**src/rtl/nco_multi_chan_quad.sv**
```systemverilog
// nco_multi_chan_quad: NUM_CH quadrature NCO channels, shadowed config port,
// external quarter-wave ROM with sign rebuild. Optional dither: NCO_DITHER_EN.
module nco_multi_chan_quad #(
  parameter int NUM_CH = 4,
  parameter int ACC_W = 32,
  parameter int ROM_AW = 10,
  parameter int OUT_W = 16,
  parameter int ROM_LAT = 2,
  parameter int unsigned DEFAULT_FREQ = 42949672,
  localparam int CH_W = (NUM_CH > 1) ? $clog2(NUM_CH) : 1
) (
  input  logic                        CLK,
  input  logic                        RST,
  input  logic                        en,
  input  logic                        cfg_valid,
  output logic                        cfg_ready,
  input  logic [2:0]                  cfg_op,
  input  logic [CH_W-1:0]             cfg_ch,
  input  logic [ACC_W-1:0]            cfg_data,
  output logic                        cfg_err,
  output logic                        rd_valid,
  output logic [ACC_W-1:0]            rd_data,
  output logic [NUM_CH*ROM_AW-1:0]    rom_addr_sin,
  output logic [NUM_CH*ROM_AW-1:0]    rom_addr_cos,
  input  logic [NUM_CH*(OUT_W-1)-1:0] rom_q_sin,
  input  logic [NUM_CH*(OUT_W-1)-1:0] rom_q_cos,
  output logic                        out_valid,
  output logic [NUM_CH*OUT_W-1:0]     sin_out,
  output logic [NUM_CH*OUT_W-1:0]     cos_out
);

  localparam int MAG_W = OUT_W - 1;
  localparam int PH_W = ROM_AW + 2;
  localparam int SHIFT = ACC_W - PH_W;
  localparam int DITH_W = ACC_W - ROM_AW - 2;
  localparam logic [ACC_W-1:0] DEF_FREQ = ACC_W'(DEFAULT_FREQ);

  localparam logic [2:0] OP_SET_FREQ = 3'd0;
  localparam logic [2:0] OP_SET_PHASE = 3'd1;
  localparam logic [2:0] OP_ADD_PHASE = 3'd2;
  localparam logic [2:0] OP_COMMIT = 3'd3;
  localparam logic [2:0] OP_READ_ACC = 3'd4;

  logic [ACC_W-1:0] acc [NUM_CH];
  logic [ACC_W-1:0] freq [NUM_CH];
  logic [ACC_W-1:0] freqSh [NUM_CH];
  logic [ACC_W-1:0] off [NUM_CH];
  logic [ACC_W-1:0] offSh [NUM_CH];
  logic [ACC_W-1:0] dith [NUM_CH];
  logic [PH_W-1:0] phTop [NUM_CH];
  logic phValid;

  logic cfgRdy;
  logic accept;
  logic chLegal;
  logic [ACC_W-1:0] accSel;
  logic doSetF, doSetP, doAddP;
  logic doCommit, doRead, doErr;

  assign cfg_ready = cfgRdy & ~RST;
  assign accept = cfg_valid & cfg_ready;

  always_comb begin
    chLegal = 1'b0;
    accSel = '0;
    for (int c = 0; c < NUM_CH; c++) begin
      if (cfg_ch == CH_W'(c)) begin
        chLegal = 1'b1;
        accSel = acc[c];
      end
    end
  end

  // Out-of-range channel is an error for every op except COMMIT.
  always_comb begin
    doSetF = 1'b0;
    doSetP = 1'b0;
    doAddP = 1'b0;
    doCommit = 1'b0;
    doRead = 1'b0;
    doErr = 1'b0;
    if (accept) begin
      unique case (1'b1)
        (cfg_op == OP_COMMIT):
          doCommit = 1'b1;
        (cfg_op > OP_READ_ACC) || !chLegal:
          doErr = 1'b1;
        (cfg_op == OP_SET_FREQ):
          doSetF = 1'b1;
        (cfg_op == OP_SET_PHASE):
          doSetP = 1'b1;
        (cfg_op == OP_ADD_PHASE):
          doAddP = 1'b1;
        (cfg_op == OP_READ_ACC):
          doRead = 1'b1;
      endcase
    end
  end

`ifdef NCO_DITHER_EN
  logic [15:0] lfsr [NUM_CH];

  always_ff @(posedge CLK) begin
    for (int c = 0; c < NUM_CH; c++) begin
      if (RST)
        lfsr[c] <= 16'hACE1 ^ 16'(c);
      else if (en)
        lfsr[c] <= {1'b0, lfsr[c][15:1]}
                 ^ (lfsr[c][0] ? 16'hB400 : 16'h0000);
    end
  end

  always_comb begin
    for (int c = 0; c < NUM_CH; c++) begin
      dith[c] = '0;
      for (int b = 0; b < 16; b++)
        if (b < DITH_W) dith[c][b] = lfsr[c][b];
    end
  end
`else
  always_comb begin
    for (int c = 0; c < NUM_CH; c++)
      dith[c] = '0;
  end
`endif

  // A clearing COMMIT overrides the same-edge increment; the phase
  // sampled on that edge still uses the pre-commit acc and offset.
  always_ff @(posedge CLK) begin
    if (RST) begin
      for (int c = 0; c < NUM_CH; c++) begin
        acc[c] <= '0;
        freq[c] <= DEF_FREQ;
        freqSh[c] <= DEF_FREQ;
        off[c] <= '0;
        offSh[c] <= '0;
        phTop[c] <= '0;
      end
      phValid <= 1'b0;
      cfgRdy <= 1'b0;
      cfg_err <= 1'b0;
      rd_valid <= 1'b0;
      rd_data <= '0;
    end else begin
      phValid <= en;
      cfgRdy <= ~doRead;
      cfg_err <= doErr;
      rd_valid <= doRead;
      if (doRead)
        rd_data <= accSel;
      for (int c = 0; c < NUM_CH; c++) begin
        if (en) begin
          acc[c] <= acc[c] + freq[c];
          phTop[c] <= PH_W'((acc[c] + off[c] + dith[c]) >> SHIFT);
        end
        if (doCommit) begin
          freq[c] <= freqSh[c];
          off[c] <= offSh[c];
          if (cfg_data[0])
            acc[c] <= '0;
        end
        if (cfg_ch == CH_W'(c)) begin
          if (doSetF)
            freqSh[c] <= cfg_data;
          if (doSetP)
            offSh[c] <= cfg_data;
          if (doAddP)
            offSh[c] <= offSh[c] + cfg_data;
        end
      end
    end
  end

  logic [ROM_AW-1:0] foldS [NUM_CH];
  logic [ROM_AW-1:0] foldC [NUM_CH];
  logic [ROM_AW-1:0] addrS [NUM_CH];
  logic [ROM_AW-1:0] addrC [NUM_CH];
  logic [NUM_CH-1:0] foldNegS, foldNegC;
  logic [NUM_CH-1:0] negS, negC;
  logic foldValid;

  // Odd quadrants walk the quarter table backwards.
  always_comb begin
    for (int c = 0; c < NUM_CH; c++) begin
      foldS[c] = phTop[c][ROM_AW] ? ~phTop[c][ROM_AW-1:0]
                                  : phTop[c][ROM_AW-1:0];
      foldC[c] = phTop[c][ROM_AW] ? phTop[c][ROM_AW-1:0]
                                  : ~phTop[c][ROM_AW-1:0];
      foldNegS[c] = phTop[c][ROM_AW+1];
      foldNegC[c] = phTop[c][ROM_AW+1] ^ phTop[c][ROM_AW];
    end
  end

  always_ff @(posedge CLK) begin
    if (RST) begin
      for (int c = 0; c < NUM_CH; c++) begin
        addrS[c] <= '0;
        addrC[c] <= '0;
      end
      negS <= '0;
      negC <= '0;
      foldValid <= 1'b0;
    end else begin
      for (int c = 0; c < NUM_CH; c++) begin
        addrS[c] <= foldS[c];
        addrC[c] <= foldC[c];
      end
      negS <= foldNegS;
      negC <= foldNegC;
      foldValid <= phValid;
    end
  end

  logic [ROM_LAT-1:0] vldPipe;
  logic [NUM_CH-1:0] negSPipe [ROM_LAT];
  logic [NUM_CH-1:0] negCPipe [ROM_LAT];

  always_ff @(posedge CLK) begin
    if (RST) begin
      vldPipe <= '0;
      for (int j = 0; j < ROM_LAT; j++) begin
        negSPipe[j] <= '0;
        negCPipe[j] <= '0;
      end
    end else begin
      vldPipe[0] <= foldValid;
      negSPipe[0] <= negS;
      negCPipe[0] <= negC;
      for (int j = 1; j < ROM_LAT; j++) begin
        vldPipe[j] <= vldPipe[j-1];
        negSPipe[j] <= negSPipe[j-1];
        negCPipe[j] <= negCPipe[j-1];
      end
    end
  end

  logic [OUT_W-1:0] sinNext [NUM_CH];
  logic [OUT_W-1:0] cosNext [NUM_CH];

  for (genvar c = 0; c < NUM_CH; c++) begin : g_ch
    logic [MAG_W-1:0] magS, magC;
    assign rom_addr_sin[c*ROM_AW +: ROM_AW] = addrS[c];
    assign rom_addr_cos[c*ROM_AW +: ROM_AW] = addrC[c];
    assign magS = rom_q_sin[c*MAG_W +: MAG_W];
    assign magC = rom_q_cos[c*MAG_W +: MAG_W];
    assign sinNext[c] = negSPipe[ROM_LAT-1][c] ? -{1'b0, magS}
                                               : {1'b0, magS};
    assign cosNext[c] = negCPipe[ROM_LAT-1][c] ? -{1'b0, magC}
                                               : {1'b0, magC};
  end

  always_ff @(posedge CLK) begin
    if (RST) begin
      out_valid <= 1'b0;
      sin_out <= '0;
      cos_out <= '0;
    end else begin
      out_valid <= vldPipe[ROM_LAT-1];
      if (vldPipe[ROM_LAT-1]) begin
        for (int c = 0; c < NUM_CH; c++) begin
          sin_out[c*OUT_W +: OUT_W] <= sinNext[c];
          cos_out[c*OUT_W +: OUT_W] <= cosNext[c];
        end
      end
    end
  end

endmodule

```
**config.mk**
```make
export PLATFORM = sky130hd
export DESIGN_NAME = nco_multi_chan_quad
export DESIGN_NICKNAME = d
export VERILOG_FILES = /design/src/rtl/nco_multi_chan_quad.sv
export SDC_FILE = /design/constraint.sdc
export NUM_CORES = 2
export LEC_CHECK = 0
export BUFFER_PORTS_ARGS = -buffer_cell sky130_fd_sc_hd__clkbuf_2
export CORE_MARGIN = 8
export CORE_UTILIZATION = 35
export DETAILED_ROUTE_END_ITERATION = 10
export PLACE_DENSITY = 0.51
export REMOVE_ABC_BUFFERS = 1
export SYNTH_ARGS = -nofsm -noshare
export SYNTH_HDL_FRONTEND = slang
export SYNTH_SLANG_ARGS = --single-unit
```
**constraint.sdc**
```tcl
create_clock -name CLK -period 14.85 [get_ports CLK]
set_input_delay 2.97 -clock CLK [delete_from_list [all_inputs] [get_ports CLK]]
set_output_delay 2.97 -clock CLK [all_outputs]
set_load 0.02 [all_outputs]
```
==> flow_summary.toml <==
[routing]
wire_per_inst_um = 22.5
route.detailed.drc = 0
dr_wl_met2_um = 73700
drtPass1Iterations = 6
met1Wirelength_um = 78100
dr.max_layer_used = "met4"
vias = 38600
dr_wl_met3_um = 10300
drtIter0Drc = 2772
drt_wl_total_um = 166000
vias_per_cell = 5.23
antenna_left = 0

[timing]
rsz0062_at_grt = "false"
worst_pin_slew_ps = 1070
setup_slack_ps = 8270
min_period_over_period_pct = 44.3
max_freq_ghz = 0.152
setup-tns-final_ps = 0
setup_viol = 0
hold_violations = 0
slew-limit-headroom_pct = 28.4
finalMaxSlewViolations = 0
period_minus_slack_ps = 6580
finalClockSkew_ps = 45.5

[global_route]
grt_use_total_pct = 19.5
antenna_found_initial = 6
grt_max_degree = 150
grt_pass1_wl_um = 243000
grt-ovfl-total = 0
grt_pass1_vias = 38000

[placement]
dp_hpwl_um = 126000
place_ws_ps = 7840
gp_congestion = 0.907
place_area_um2 = 57000
dp_cells = 7166
port_buffers = 404

[clock_tree]
post_cts_buffers = 0
numCtsBuffers = 112
htreeDepth = 3
clkTransAtPathRegs_ps = 50
cts_tree = "built"
cts.sinks = 960
cts_resized = 0
clockBufferDepth = 3
ctsHoldBuffers = 0
clk_latency_ps = 730
cts_root_buffer = "clkbuf_16"

[logic_synthesis]
avgSynthCellArea_um2 = 10.8
synth_ff_type = "edfxtp_1"
ys_top_cells_by_area = "edfxtp_1 (39%), dfxtp_1 (10%), ha_1 (8.9%)"
synthCells = 4899
synth-warning-count = 0
synth_common_cells = "edfxtp_1 (688), nor2_1 (491), ha_1 (376)"
netlist_area_um2 = 52700
yosys.area.top_type = "edfxtp_1"
synth_edf_count = 688
async_flop_share_pct = 0
synth_cell_type_count = 81
synth.most_common_cell = "edfxtp_1"
synth_top_area_share_pct = 39.2
seq_area_frac_synth_pct = 49.5
synth-seq-cells = 960

[setup_path]
setup.worst_path.class = "primary input to output port"
timing.rr.start = "offSh[0][0]"
cp_max_fo = 5
timing.rr.end = "offSh[0][28]"
endpoint_kind = "output port"
reg2reg_depth = 13
cp_data_arrival_time_ps = 3610
worstPathRequired_ps = 11880
worstSetupStartpointType = "primary input"
r2r_slack_ps = 10720

[job]
cap_violations = 0

[floorplan]
dieWidth_um = 404
die_y_um = 404
fp.dieArea_um2 = 163000
ios = 405
start_util_pct = 35.2
rows = 142
coreArea_um2 = 150000

[min_path]
hp-start = "negCPipe[0][2]"
min_delay_path_depth = 1
hold_path_class = "register to register"
min_to = "negCPipe[0][6]"

[final_layout]
nets = 5809
stdcell_count = 7382
syn2layout_area_growth_pct = 15.2
nFillCells = 14500
drive_gt1_share_pct = 13.5
postLayoutCellArea_um2 = 60700

[power_and_ir_drop]
powerDensity_nw_per_um2 = 119
p_leak_uw = 0.0245
vdd_drop_max_mv = 0.0930

[outcome]
status = "completed"
[report_power, final]
part / leakage [µW] / internal (µW) / total (µW) / switching (µW)
sequential: 0.00927 / 3030 / 3170 / 137
clock: 0.00182 / 1670 / 2840 / 1170
combinational: 0.0134 / 475 / 1210 / 731
[logic make-up after synthesis]
family,synth area share [%]
adders and majority gates,9.23
buffers and inverters,2.08
and+or+nand+nor,15.6
AOI/OAI and AO/OA,14.7
xor gates and xnor gates,6.81
muxes,2.11
DFF,49.5
[worst max path at each step]
| stage | startpoint | end | cells after the start |
|---|---|---|---|
| 2_1_floorplan | RST | freq[0][0] | 5 |
| 3_3_place_gp | cfg_data[0] | offSh[0][28] | 14 |
| 3_5_place_dp | cfg_data[0] | offSh[0][28] | 14 |
| 4_1_cts | RST | cfg_ready | 3 |
| 5_1_grt | RST | cfg_ready | 3 |
| 6_report | RST | cfg_ready | 3 |
[per-layer routing]
layer / GRT usage (%) / up-vias
met5: 0 / -
met4: 5.17 / 0
met3: 3.24 / 202
met2: 31.3 / 1045
met1: 27.4 / 18600
li1: - / 18700
[critical path, cell delays in order]
cell and delay [ps]:
buf_8 140, nor2b_1 240, clkbuf_2 220
[stage by stage]
step / util (%) / total power (µW) / hold WS [ps]
global placement: 38.0 / 4420 / 418
finish: 40.6 / 7220 / 433
floorplan: - / 3990 / 414
CTS: 40.6 / 7310 / 436
detailed placement: 38.0 / 4430 / 425
global route: 40.6 / 7540 / 460
[cells in the final DEF, fill, tap and decap left out, types with 29 or more instances in the layout]
cell type  Yosys  routed
edfxtp_1     688     688
nor2_1       491     488
clkbuf_2       0     402
ha_1         376     376
and2_1       304     304
a21oi_1      276     275
dfxtp_1      272     271
xor2_1       253     253
nand2_1      243     242
o21ai_0      205     205
a211oi_1     205     205
a21o_1       168     168
xnor2_1      157     157
nand2b_1     155     153
clkbuf_16      0     112
nor2b_1      107     107
inv_1         93      93
or3_1         67      67
nand3_1       58      58
nor3_1        57      53
buf_4          0      45
o21bai_1      37      37
mux2i_1       37      37
o21a_1        36      36
mux4_2        32      32
o31ai_1       31      31
a22o_1        30      30
clkbuf_1     177      30
and3_1        30      29
[registers in the layout (all words and copies together) (netlist names), 2 cells and up]
signal and count:
freqSh 128, freq 128, negSPipe 8, phTop 48, negC 4, addrC 40, off 128, rd_data 32
cos_out 64, negS 4, negCPipe 8, offSh 128, sin_out 64, acc 128, vldPipe 2, addrS 40
[final cells by class]
type / count / area (µm²) / area share, %
well taps: 2016 / 2520 / 4.15
inverters: 93 / 349 / 0.575
flip-flops and latches: 960 / 26100 / 43.0
repair buffers: 450 / 2390 / 3.93
multi-input cells: 3647 / 25600 / 42.1
diodes: 4 / 10.0 / 0.0165
clock buffers: 149 / 3010 / 4.96
clock inverters: 63 / 763 / 1.26
Note: power is estimated with default switching activity, not from simulation.
